==> config.mk <==
export PLATFORM = sky130hd
export DESIGN_NAME = scan_addr_gen
export DESIGN_NICKNAME = d
export VERILOG_FILES = /design/src/rtl/scan_addr_gen_pkg.sv /design/src/rtl/scan_addr_gen_step.sv /design/src/rtl/scan_addr_gen.sv
export SDC_FILE = /design/constraint.sdc
export NUM_CORES = 1
export LEC_CHECK = 0
export CORE_MARGIN = 3
export CORE_UTILIZATION = 45
export DETAILED_ROUTE_END_ITERATION = 8
export GPL_TIMING_DRIVEN = 0
export PLACE_DENSITY_LB_ADDON = 0.2
export SYNTH_ARGS = -nofsm -noshare
export SYNTH_HDL_FRONTEND = slang
export SYNTH_SLANG_ARGS = --single-unit
export TNS_END_PERCENT = 100
==> constraint.sdc <==
create_clock -name clk -period 2.3 [get_ports clk]
set_input_delay 0.46 -clock clk [delete_from_list [all_inputs] [get_ports clk]]
set_output_delay 0.46 -clock clk [all_outputs]
set_load 0.05 [all_outputs]
==> src/rtl/scan_addr_gen_pkg.sv <==
// Shared types for the coefficient-scan address generator.
//   scan_mode_t : scan order latched at the start of a run
//   state_t     : controller state
//   decode_mode : maps the raw 2-bit mode input onto scan_mode_t (3 -> raster)
package scan_pkg;

  typedef enum logic [1:0] {
    SCAN_ZIGZAG = 2'd0,
    SCAN_RASTER = 2'd1,
    SCAN_COLUMN = 2'd2
  } scan_mode_t;

  typedef enum logic [1:0] {
    IDLE = 2'd0,
    SCAN = 2'd1,
    DONE = 2'd2
  } state_t;

  function automatic scan_mode_t decode_mode(input logic [1:0] raw);
    scan_mode_t m;
    unique case (raw)
      2'd0:    m = SCAN_ZIGZAG;
      2'd2:    m = SCAN_COLUMN;
      default: m = SCAN_RASTER;
    endcase
    return m;
  endfunction

endpackage

==> src/rtl/scan_addr_gen_step.sv <==
// scan_step: combinational next-coordinate logic for one scan step.
// Ports:
//   mode   : scan order
//   x, y   : current coordinate
//   nx, ny : coordinate following (x,y) in the chosen order
// At the final coordinate of a block the result is don't-care; callers
// restart at (0,0) themselves.
module scan_step
  import scan_pkg::*;
#(
  parameter int unsigned COL = 8,
  parameter int unsigned ROW = 8
) (
  input  scan_mode_t              mode,
  input  logic [$clog2(COL)-1:0]  x,
  input  logic [$clog2(ROW)-1:0]  y,
  output logic [$clog2(COL)-1:0]  nx,
  output logic [$clog2(ROW)-1:0]  ny
);

  localparam int unsigned XW = $clog2(COL);
  localparam int unsigned YW = $clog2(ROW);
  localparam logic [XW-1:0] XMAX = XW'(COL - 1);
  localparam logic [YW-1:0] YMAX = YW'(ROW - 1);

  logic x_end;
  logic y_end;
  logic par;

  assign x_end = (x == XMAX);
  assign y_end = (y == YMAX);
  assign par   = x[0] ^ y[0];

  always_comb begin
    nx = x;
    ny = y;
    case (mode)
      SCAN_ZIGZAG: begin
        // Even anti-diagonal parity walks up-right, odd walks down-left;
        // edge checks order matters so corners turn correctly on non-square blocks.
        if (!par) begin
          if (x_end) begin
            ny = y + 1'b1;
          end else if (y == '0) begin
            nx = x + 1'b1;
          end else begin
            nx = x + 1'b1;
            ny = y - 1'b1;
          end
        end else begin
          if (y_end) begin
            nx = x + 1'b1;
          end else if (x == '0) begin
            ny = y + 1'b1;
          end else begin
            nx = x - 1'b1;
            ny = y + 1'b1;
          end
        end
      end
      SCAN_COLUMN: begin
        if (y_end) begin
          ny = '0;
          nx = x_end ? '0 : x + 1'b1;
        end else begin
          ny = y + 1'b1;
        end
      end
      default: begin
        if (x_end) begin
          nx = '0;
          ny = y_end ? '0 : y + 1'b1;
        end else begin
          nx = x + 1'b1;
        end
      end
    endcase
  end

endmodule

==> src/rtl/scan_addr_gen.sv <==
// scan_addr_gen: walks COL x ROW coefficient blocks in zigzag, raster or
// column-major order, repeating for num_blocks blocks per run.
// Ports:
//   clk, rst_n        : clock, asynchronous active-low reset
//   start             : begin a run (sampled only in IDLE)
//   mode, num_blocks  : scan order and block count, latched on start (0 -> 1)
//   ready             : downstream accepts the presented coordinate
//   abort             : (SCAN_ABORT_EN only) drop the run and return to IDLE
//   busy, valid       : run in progress / coordinate presented
//   x, y, idx         : coordinate and linear index y*COL+x
//   last_in_block     : final coordinate of the current block
//   last              : final coordinate of the run
//   done              : one-cycle pulse after the final handshake
// Build option: define SCAN_ABORT_EN to add the abort input.
module scan_addr_gen
  import scan_pkg::*;
#(
  parameter int unsigned COL        = 8,
  parameter int unsigned ROW        = 8,
  parameter int unsigned MAX_BLOCKS = 64
) (
  input  logic                              clk,
  input  logic                              rst_n,
  input  logic                              start,
  input  logic [1:0]                        mode,
  input  logic [$clog2(MAX_BLOCKS+1)-1:0]   num_blocks,
  input  logic                              ready,
`ifdef SCAN_ABORT_EN
  input  logic                              abort,
`endif
  output logic                              busy,
  output logic                              valid,
  output logic [$clog2(COL)-1:0]            x,
  output logic [$clog2(ROW)-1:0]            y,
  output logic [$clog2(COL*ROW)-1:0]        idx,
  output logic                              last_in_block,
  output logic                              last,
  output logic                              done
);

  localparam int unsigned XW = $clog2(COL);
  localparam int unsigned YW = $clog2(ROW);
  localparam int unsigned IW = $clog2(COL * ROW);
  localparam int unsigned NW = $clog2(MAX_BLOCKS + 1);

  state_t          state_q;
  scan_mode_t      mode_q;
  logic [NW-1:0]   nblk_q;
  logic [NW-1:0]   blk_q;
  logic [XW-1:0]   x_q;
  logic [YW-1:0]   y_q;
  logic [IW-1:0]   idx_q;

  logic [XW-1:0]   x_nxt;
  logic [YW-1:0]   y_nxt;
  logic [IW-1:0]   idx_nxt;
  logic            blk_end;
  logic            run_end;

  scan_step #(
    .COL (COL),
    .ROW (ROW)
  ) u_step (
    .mode (mode_q),
    .x    (x_q),
    .y    (y_q),
    .nx   (x_nxt),
    .ny   (y_nxt)
  );

  // idx is kept as its own register so readers never see a multiplier path.
  assign idx_nxt = IW'(y_nxt) * IW'(COL) + IW'(x_nxt);

  assign blk_end = (state_q == SCAN) && (x_q == XW'(COL - 1)) && (y_q == YW'(ROW - 1));
  assign run_end = blk_end && (blk_q == nblk_q - 1'b1);

  always_ff @(posedge clk or negedge rst_n) begin
    if (!rst_n) begin
      state_q <= IDLE;
      mode_q  <= SCAN_ZIGZAG;
      nblk_q  <= NW'(1);
      blk_q   <= '0;
      x_q     <= '0;
      y_q     <= '0;
      idx_q   <= '0;
    end else begin
      case (state_q)
        IDLE: begin
          if (start) begin
            state_q <= SCAN;
            mode_q  <= decode_mode(mode);
            nblk_q  <= (num_blocks == '0) ? NW'(1) : num_blocks;
            blk_q   <= '0;
            x_q     <= '0;
            y_q     <= '0;
            idx_q   <= '0;
          end
        end
        SCAN: begin
`ifdef SCAN_ABORT_EN
          if (abort) begin
            state_q <= IDLE;
            blk_q   <= '0;
            x_q     <= '0;
            y_q     <= '0;
            idx_q   <= '0;
          end else
`endif
          if (ready) begin
            if (blk_end) begin
              x_q   <= '0;
              y_q   <= '0;
              idx_q <= '0;
              if (run_end) begin
                state_q <= DONE;
                blk_q   <= '0;
              end else begin
                blk_q <= blk_q + 1'b1;
              end
            end else begin
              x_q   <= x_nxt;
              y_q   <= y_nxt;
              idx_q <= idx_nxt;
            end
          end
        end
        DONE: begin
          state_q <= IDLE;
        end
        default: begin
          state_q <= IDLE;
        end
      endcase
    end
  end

  assign busy          = (state_q != IDLE);
  assign valid         = (state_q == SCAN);
  assign done          = (state_q == DONE);
  assign x             = x_q;
  assign y             = y_q;
  assign idx           = idx_q;
  assign last_in_block = blk_end;
  assign last          = run_end;

endmodule
==> impl_metrics.tcl, run 1 <==
set metrics [dict create \
    die-area_mm2 0.00495 \
    diodes 0 \
    postRouteAntennaNets 0 \
    port_buffers 29 \
    grtUsageTotal_pct 17.8 \
    routed_wirelength_mm 4.24 \
    dp_hpwl_mm 3.08 \
    post-synth-top-count-cell "dfrtp_1" \
    end_kind "primary output" \
    cap_violations 0 \
    post-route-period-util_pct 107 \
    leakage_nw 1.00 \
    cp.required_ps 1840 \
    vias 1668 \
    yosysTopAreaCell "dfrtp_1" \
    antenna_found_initial 0 \
    grt_max_degree 25 \
    syn_nets 236 \
    clockRootBuffer "clkbuf_8" \
    fill_cells 327 \
    async_flop_share_pct 100 \
    synthXorXnorAreaFrac_pct 5.17 \
    syn_avg_cell_area_um2 8.91 \
    grt_pass1_vias 1621 \
    pin_count 30 \
    cts_made_buffers 3 \
    status "finished with violations" \
    slowest_delay_ps 560 \
    synth_fa_ha_area_share_pct 11.0 \
    clk_pin_slew_ps 80 \
    ir_drop_mv 0.829 \
    power_density_mw_per_mm2 1140 \
    synthesis.instances 209 \
    initial_core_util_pct 48.7 \
    synth_compound_area_share_pct 21.2 \
    cts.sinks 24 \
    synth_mux_area_share_pct 4.70 \
    remaining_drc_errors 0 \
    drv_slew 0 \
    yosys.area_share.simple_pct 18.1 \
    clock_latency_ps 260 \
    cts_tree "built" \
    via_per_inst 5.62 \
    ys.warnings.count 0 \
    die_h_um 70.3 \
    grt_overflow_total 0 \
    hold_class "reg2reg" \
    cts_buffer_depth 2 \
    synth_flop_cell "dfrtp_1" \
    seq_area_frac_synth_pct 32.3 \
    r2r_slack_ps 140 \
    setup_slack_ps -171 \
    dp_cells 286 \
    setup_viol 1 \
    critPathArrivalTime_ps 2010 \
    instances_no_fill 297 \
    slowest_stage "dfstp_2" \
    violations "negative setup slack" \
    crit_type "reg2out" \
    power_mw 2.79 \
    post-route-min-period_ps 2470 \
    worst_pin_slew_ps 1050 \
    area_delta_synth_final_pct 31.4 \
    synth_area_mm2 0.00186 \
    synth_top_family_by_area "compound AO/OA/AOI/OAI gates" \
    ys_ff_latch 24 \
    drive_gt1_share_pct 21.7 \
    cp_max_fo 2 \
    worst_setup_path_start_kind "register" \
    first_pass_iters 4 \
    finalHoldViolCount 0 \
    place.gp.congestion 0.853 \
    row_count 22 \
    drt_iter0_markers 129 \
    routedWlPerCell_um 14.3 \
    crit_chain "inv_2, ha_4, xor2_1, nand4_1, nor4_4, buf_6" \
    synth_edf_count 0 \
    ys_types 55 \
    fp.coreArea_mm2 0.00383 \
    h-tree-depth 1 \
    synth_commonest_cells "dfrtp_1, nand2_1, inv_1" \
    fin_nets 277 \
    synth_top_area_share_pct 30.9 \
    relSlewSlack_pct 30.0 \
    rsz0062_at_grt "yes" \
    die_w_um 70.3 \
    yosys-top-cells-area "dfrtp_1, ha_1, nand2_1, mux2_2, inv_1" \
    fin_skew_ps 6.95 \
    cts_hold_buf 0 \
    max_freq_mhz 405 \
    grt_pass1_wl_mm 7.29 \
]
-- placed cells by master, fill, tap and decap left out, drive strengths merged, types with 4 or more instances in the layout --
master          n
a21oi          10
buf            17
clkbuf          7
clkdlybuf4s50  26
dfrtp          23
ha             14
inv            18
mux2            6
nand2          19
nand2b          8
nand3           4
nor2           11
nor3            5
o21ai          10
o31ai           5
xnor2           6
xor2            5
-- worst paths after layout --
kind                            startpoint        to  cells after the start
min in group asynchronous            rst_n      x[1]                      1
worst max-delay path             nblk_q[0]      last                      6
worst max register to register   nblk_q[0]  blk_q[5]                      8
worst min-delay path              blk_q[6]  blk_q[6]                      1
max in group asynchronous            rst_n      y[0]                      1
worst min register to register    blk_q[6]  blk_q[6]                      1
-- worst max-delay path, delay by kind of cell, from the launching register on --
family | cells | cell delay [ps]
adders and majority gates | 1 | 260
buffers and inverters | 2 | 250
xor gates and xnor gates | 1 | 140
DFF | 1 | 560
and+or+nand+nor | 2 | 540
-- kinds of logic after synthesis --
family,count (synthesis)
AOI/OAI and AO/OA,55
buffers and inverters,31
adders and majority gates,17
muxes,8
and+or+nand+nor,63
xor gates and xnor gates,11
DFF,24
-- registers in the layout, indices dropped and copies added, names as in the netlist --
| signal | count |
|---|---|
| blk_q | 7 |
| mode_q | 2 |
| nblk_q | 7 |
| state_q | 2 |
| idx | 1 |
| x | 2 |
| y | 3 |
-- area by class of cell --
| class | instances | area (µm²) | share of cell area, % |
|---|---|---|---|
| timing repair buffer | 39 | 364 | 14.9 |
| multi-input combinational | 154 | 1230 | 50.3 |
| inverter | 19 | 81.3 | 3.32 |
| buffer | 9 | 56.3 | 2.30 |
| clock buffer | 4 | 45.0 | 1.84 |
| sequential | 24 | 609 | 24.9 |
| tap | 48 | 60.1 | 2.45 |
-- per-layer routing --
metal / GRT usage, % / vias to the layer above / wire length, µm
li1: - / 834 / -
met1: 25.2 / 782 / 2070
met2: 27.3 / 48 / 1900
met3: 4.03 / 4 / 246
met4: 4.04 / 0 / 20
met5: 0 / - / 0
-- power breakdown --
group	switching (mW)	internal [mW]	total, mW
registers	0.137	0.527	0.664
clock network	0.124	0.123	0.247
logic	1.09	0.789	1.88
total	1.35	1.44	2.79
-- repair_timing --
action,4_1_cts,5_1_grt
setup endpoints to repair,3,9
pin swaps,4,2
buffers inserted,10,1
resized for setup,15,3
-- stage by stage --
step | utilization [%] | setup TNS, ps | setup slack [ps] | cell area, µm² | hold slack [ps]
floorplan | - | -4390 | -625 | 1950 | 164
global placement | 60.0 | -897 | -764 | 2300 | 522
detailed placement | 60.0 | -874 | -757 | 2300 | 529
CTS | 63.6 | -147 | -147 | 2430 | 540
global route | 64.0 | -303 | -289 | 2450 | 561
finish | 64.0 | -171 | -171 | 2450 | 535
(Power assumes the default switching activity.)
==> run 2: changes to the inputs <==
CTS_CLUSTER_SIZE = 16   (was not set)
clock period = 2.9 ns   (was 2.3 ns; I/O delays follow)
==> impl_metrics.tcl, run 2 (same netlist as run 1, synthesis figures left out) <==
set metrics [dict create \
    ir_drop_mv 0.688 \
    vias 1615 \
    fp.coreArea_mm2 0.00383 \
    h-tree-depth 1 \
    die_w_um 70.3 \
    row_count 22 \
    power_density_mw_per_mm2 906 \
    final_cell_mix "clkdlybuf4s50_1, nand2_1, inv_1, dfrtp_1, nor2_1" \
    grt_max_degree 25 \
    antenna_found_initial 0 \
    cts_hold_buf 0 \
    fin_nets 271 \
    grt_overflow_total 0 \
    cts.sinks 24 \
    fin_tns_setup_ps 0 \
    cts_buffer_depth 2 \
    routedWlPerCell_um 14.2 \
    port_buffers 29 \
    drt_iter0_markers 94 \
    layout_commonest_cell "clkdlybuf4s50_1" \
    relSlewSlack_pct 26.9 \
    diodes 0 \
    crit_type "reg2out" \
    clockRootBuffer "clkbuf_8" \
    area_delta_synth_final_pct 26.1 \
    final-seq-area_um2 609 \
    grt_pass1_wl_mm 7.03 \
    cts_made_buffers 3 \
    rsz0062_at_grt "no" \
    critPathArrivalTime_ps 2150 \
    power_mw 2.13 \
    drv_slew 0 \
    max_freq_mhz 367 \
    post-route-period-util_pct 94.0 \
    place.gp.congestion 0.825 \
    post-route-util_pct 61.4 \
    leakage_nw 0.976 \
    status "finished clean" \
    via_per_inst 5.55 \
    dp_hpwl_mm 3.23 \
    clock_latency_ps 260 \
    finalHoldViolCount 0 \
    routed_wirelength_mm 4.13 \
    first_pass_iters 4 \
    multi_input_area_mm2 0.00118 \
    fill_cells 359 \
    cts_tree "built" \
    placed_cell_area_mm2 0.00230 \
    grt_pass1_vias 1509 \
    end_kind "primary output" \
    grtUsageTotal_pct 17.5 \
    cp_max_fo 7 \
    worst_setup_path_start_kind "register" \
    worst_pin_slew_ps 1090 \
    fin_skew_ps 2.33 \
    setup_viol 0 \
    die-area_mm2 0.00495 \
    cp.required_ps 2320 \
    drive_gt1_share_pct 16.0 \
    initial_core_util_pct 48.7 \
    hold_class "reg2reg" \
    postRouteAntennaNets 0 \
    cap_violations 0 \
    remaining_drc_errors 0 \
    hold_slack_ps 542 \
    clk_pin_slew_ps 80 \
    design_area_mm2 0.00235 \
    post-route-min-period_ps 2730 \
    pin_count 30 \
    die_h_um 70.3 \
]
## run 2: changes by cell type in the layout (fill, tap and decap cells not counted), moves of 2 or more
cell and delta:
buf_4 -8, clkbuf_1 +2, dlygate4sd2_1 -2, ha_4 -2, inv_1 +2, inv_2 -2
## run 2: worst paths after layout
kind                       slack [ps]  endpoint  startpoint  depth (start not counted)
max reg2reg                       550  blk_q[5]   nblk_q[0]                          8
max                               170      last        y[1]                          7
max in group asynchronous        1270      y[2]       rst_n                          1
min reg2reg                       540  blk_q[6]    blk_q[6]                          1
min                               540  blk_q[6]    blk_q[6]                          1
min in group asynchronous         900  blk_q[0]       rst_n                          1
## run 2: layout make-up
| type | count | share of cell area (%) |
|---|---|---|
| clock buffer | 4 | 1.92 |
| inverter | 19 | 3.46 |
| buffer | 12 | 3.19 |
| sequential | 24 | 25.9 |
| tap | 48 | 2.56 |
| multi-input combinational | 154 | 50.3 |
| timing repair buffer | 30 | 12.7 |
## run 2: critical path, cell delays in order, from the launching register on
cell	delay (ps)
dfrtp_2	460
ha_4	160
ha_2	230
clkinv_4	100
nor3_4	200
nand4_1	180
nor4_4	310
buf_4	240
## run 2: repair_timing
item                                    in CTS  in global routing
endpoints found under the setup margin       1                  1
gates resized for setup                      6                  1
pin swaps                                    1                  0
buffers inserted                             1                  0
## run 2: stage by stage
step / instances / worst slack, ps
after global placement: 286 / -285
after floorplan: 209 / -148
after global routing: 291 / 25.8
after CTS: 291 / 45.5
after detailed placement: 286 / -328
final: 291 / 174
## run 2: report_power, final
group	internal [mW]	switching, mW
clock network	0.0981	0.0992
registers	0.418	0.133
logic	0.567	0.813
total	1.08	1.05
## run 2: routing by layer
layer  GRT usage [%]  vias up  part of all wire [%]
li1                -      826                     -
met4            3.83        0                  0.85
met2            26.3       36                    43
met1            25.8      748                    51
met5               0        -                     0
met3            3.45        5                   4.3
==> run 3: changes to the inputs <==
CORE_ASPECT_RATIO = 0.9   (was not set)
==> impl_metrics.tcl, run 3 (same netlist as run 1, synthesis figures left out) <==
set metrics [dict create \
    post-route-min-period_ps 2800 \
    grt_pass1_vias 1486 \
    die_w_um 73.8 \
    worst_pin_slew_ps 1080 \
    antenna_found_initial 0 \
    dp_cells 284 \
    place.gp.congestion 0.854 \
    max_freq_mhz 358 \
    slowest_stage "dfrtp_2" \
    r2r_slack_ps 500 \
    grt_overflow_total 0 \
    routed_wirelength_mm 4.27 \
    h-tree-depth 1 \
    relSlewSlack_pct 27.7 \
    drv_slew 0 \
    min_path_cells 1 \
    layout_commonest_cell "clkdlybuf4s50_1" \
    initial_core_util_pct 48.6 \
    crit_start "x[1]" \
    cp_max_fo 10 \
    path_buf_inv 3 \
    fin_skew_ps 10.8 \
    setup_viol 0 \
    critical_path.top_delay_family "simple AND/OR/NAND/NOR gates" \
    finalHoldViolCount 0 \
    clockRootBuffer "clkbuf_8" \
    fp.coreArea_mm2 0.00384 \
    area_delta_synth_final_pct 27.9 \
    cp.required_ps 2320 \
    die-area_mm2 0.00495 \
    dp_hpwl_mm 3.17 \
    r2r-start "nblk_q[0]" \
    placed_cell_area_mm2 0.00229 \
    clock_latency_ps 270 \
    pin_count 30 \
    path_depth 8 \
    r2r_end "blk_q[3]" \
    drive_gt1_share_pct 16.8 \
    via_per_inst 5.72 \
    port_buffers 29 \
    reg2reg_depth 10 \
    vias 1659 \
    routedWlPerCell_um 14.7 \
    power_mw 2.18 \
    grt_pass1_wl_mm 7.13 \
    worst_setup_path_start_kind "register" \
    instances_no_fill 290 \
    fin_nets 272 \
    crit_top_cell "ha_4" \
    diodes 0 \
    cts_tree "built" \
    hold_slack_ps 534 \
    cts_hold_buf 0 \
    pre_cts_ws_ps -285 \
    row_count 21 \
    worstSetupEndpoint "last" \
    cap_violations 0 \
    final_cell_mix "clkdlybuf4s50_1, nand2_1, inv_1, dfrtp_1, nor2_1" \
    first_pass_iters 4 \
    design_area_mm2 0.00238 \
    end_kind "primary output" \
    critPathArrivalTime_ps 2220 \
    crit_type "reg2out" \
    cts_made_buffers 3 \
    post-route-period-util_pct 96.4 \
    hold_class "reg2reg" \
    cts.sinks 24 \
    postRouteAntennaNets 0 \
    clk_pin_slew_ps 90 \
    slowest_delay_ps 480 \
    power_density_mw_per_mm2 915 \
    die_h_um 67.0 \
    fin_tns_setup_ps 0 \
    post-route-util_pct 62.1 \
    cts_buffer_depth 2 \
    rsz0062_at_grt "no" \
    setup_slack_ps 105 \
    drt_iter0_markers 133 \
    status "finished clean" \
    crit_chain "ha_4, ha_4, buf_8, inv_6, nor3_4, nand4_1, nor4_4, buf_6" \
    remaining_drc_errors 0 \
    ir_drop_mv 0.711 \
    grtUsageTotal_pct 18.4 \
    grt_max_degree 25 \
    leakage_nw 0.991 \
]
==> run 3: area by class of cell <==
class                           instances  area [µm²]
Buffer                                 12        78.8
Clock buffer                            4        55.1
Fill cell                             344        1450
Inverter                               19        81.3
Multi-Input combinational cell        154        1190
Sequential cell                        24         609
Tap cell                               46        57.6
Timing Repair Buffer                   31         309
==> run 3: worst reg2reg max path: cells and delay by family (launching register included) <==
family / cells / cell delay [ps]
AOI/OAI and AO/OA: 4 / 920
DFF: 1 / 570
buffers and inverters: 3 / 340
and+or+nand+nor: 2 / 290
adders and majority gates: 1 / 230
==> run 3: how the worst min path moves through the flow <==
stage	slack (ps)	startpoint	end
floorplan	280	rst_n	blk_q[0]
global placement	520	blk_q[6]	blk_q[6]
detailed placement	520	blk_q[6]	blk_q[6]
CTS	540	blk_q[6]	blk_q[6]
global route	560	blk_q[6]	blk_q[6]
finish	530	blk_q[6]	blk_q[6]
==> run 3: layer usage <==
metal	routed length, µm	track usage [%]
met1	2080	27.1
met2	1830	27.8
met3	352	5.13
met4	0	1.36
met5	0	0
==> run 3: repair_timing <==
action | in CTS | in global routing
endpoints found under the setup margin | 1 | 2
pin swaps | 0 | 3
resized for setup | 6 | 4
buffers inserted | 0 | 2
==> run 3: power by group <==
group / total, mW / internal, mW / leakage (nW) / switching (mW)
clock: 0.233 / 0.121 / 0.0288 / 0.112
combinational: 1.39 / 0.578 / 0.679 / 0.817
sequential: 0.552 / 0.418 / 0.283 / 0.134
total: 2.18 / 1.12 / 0.990 / 1.06
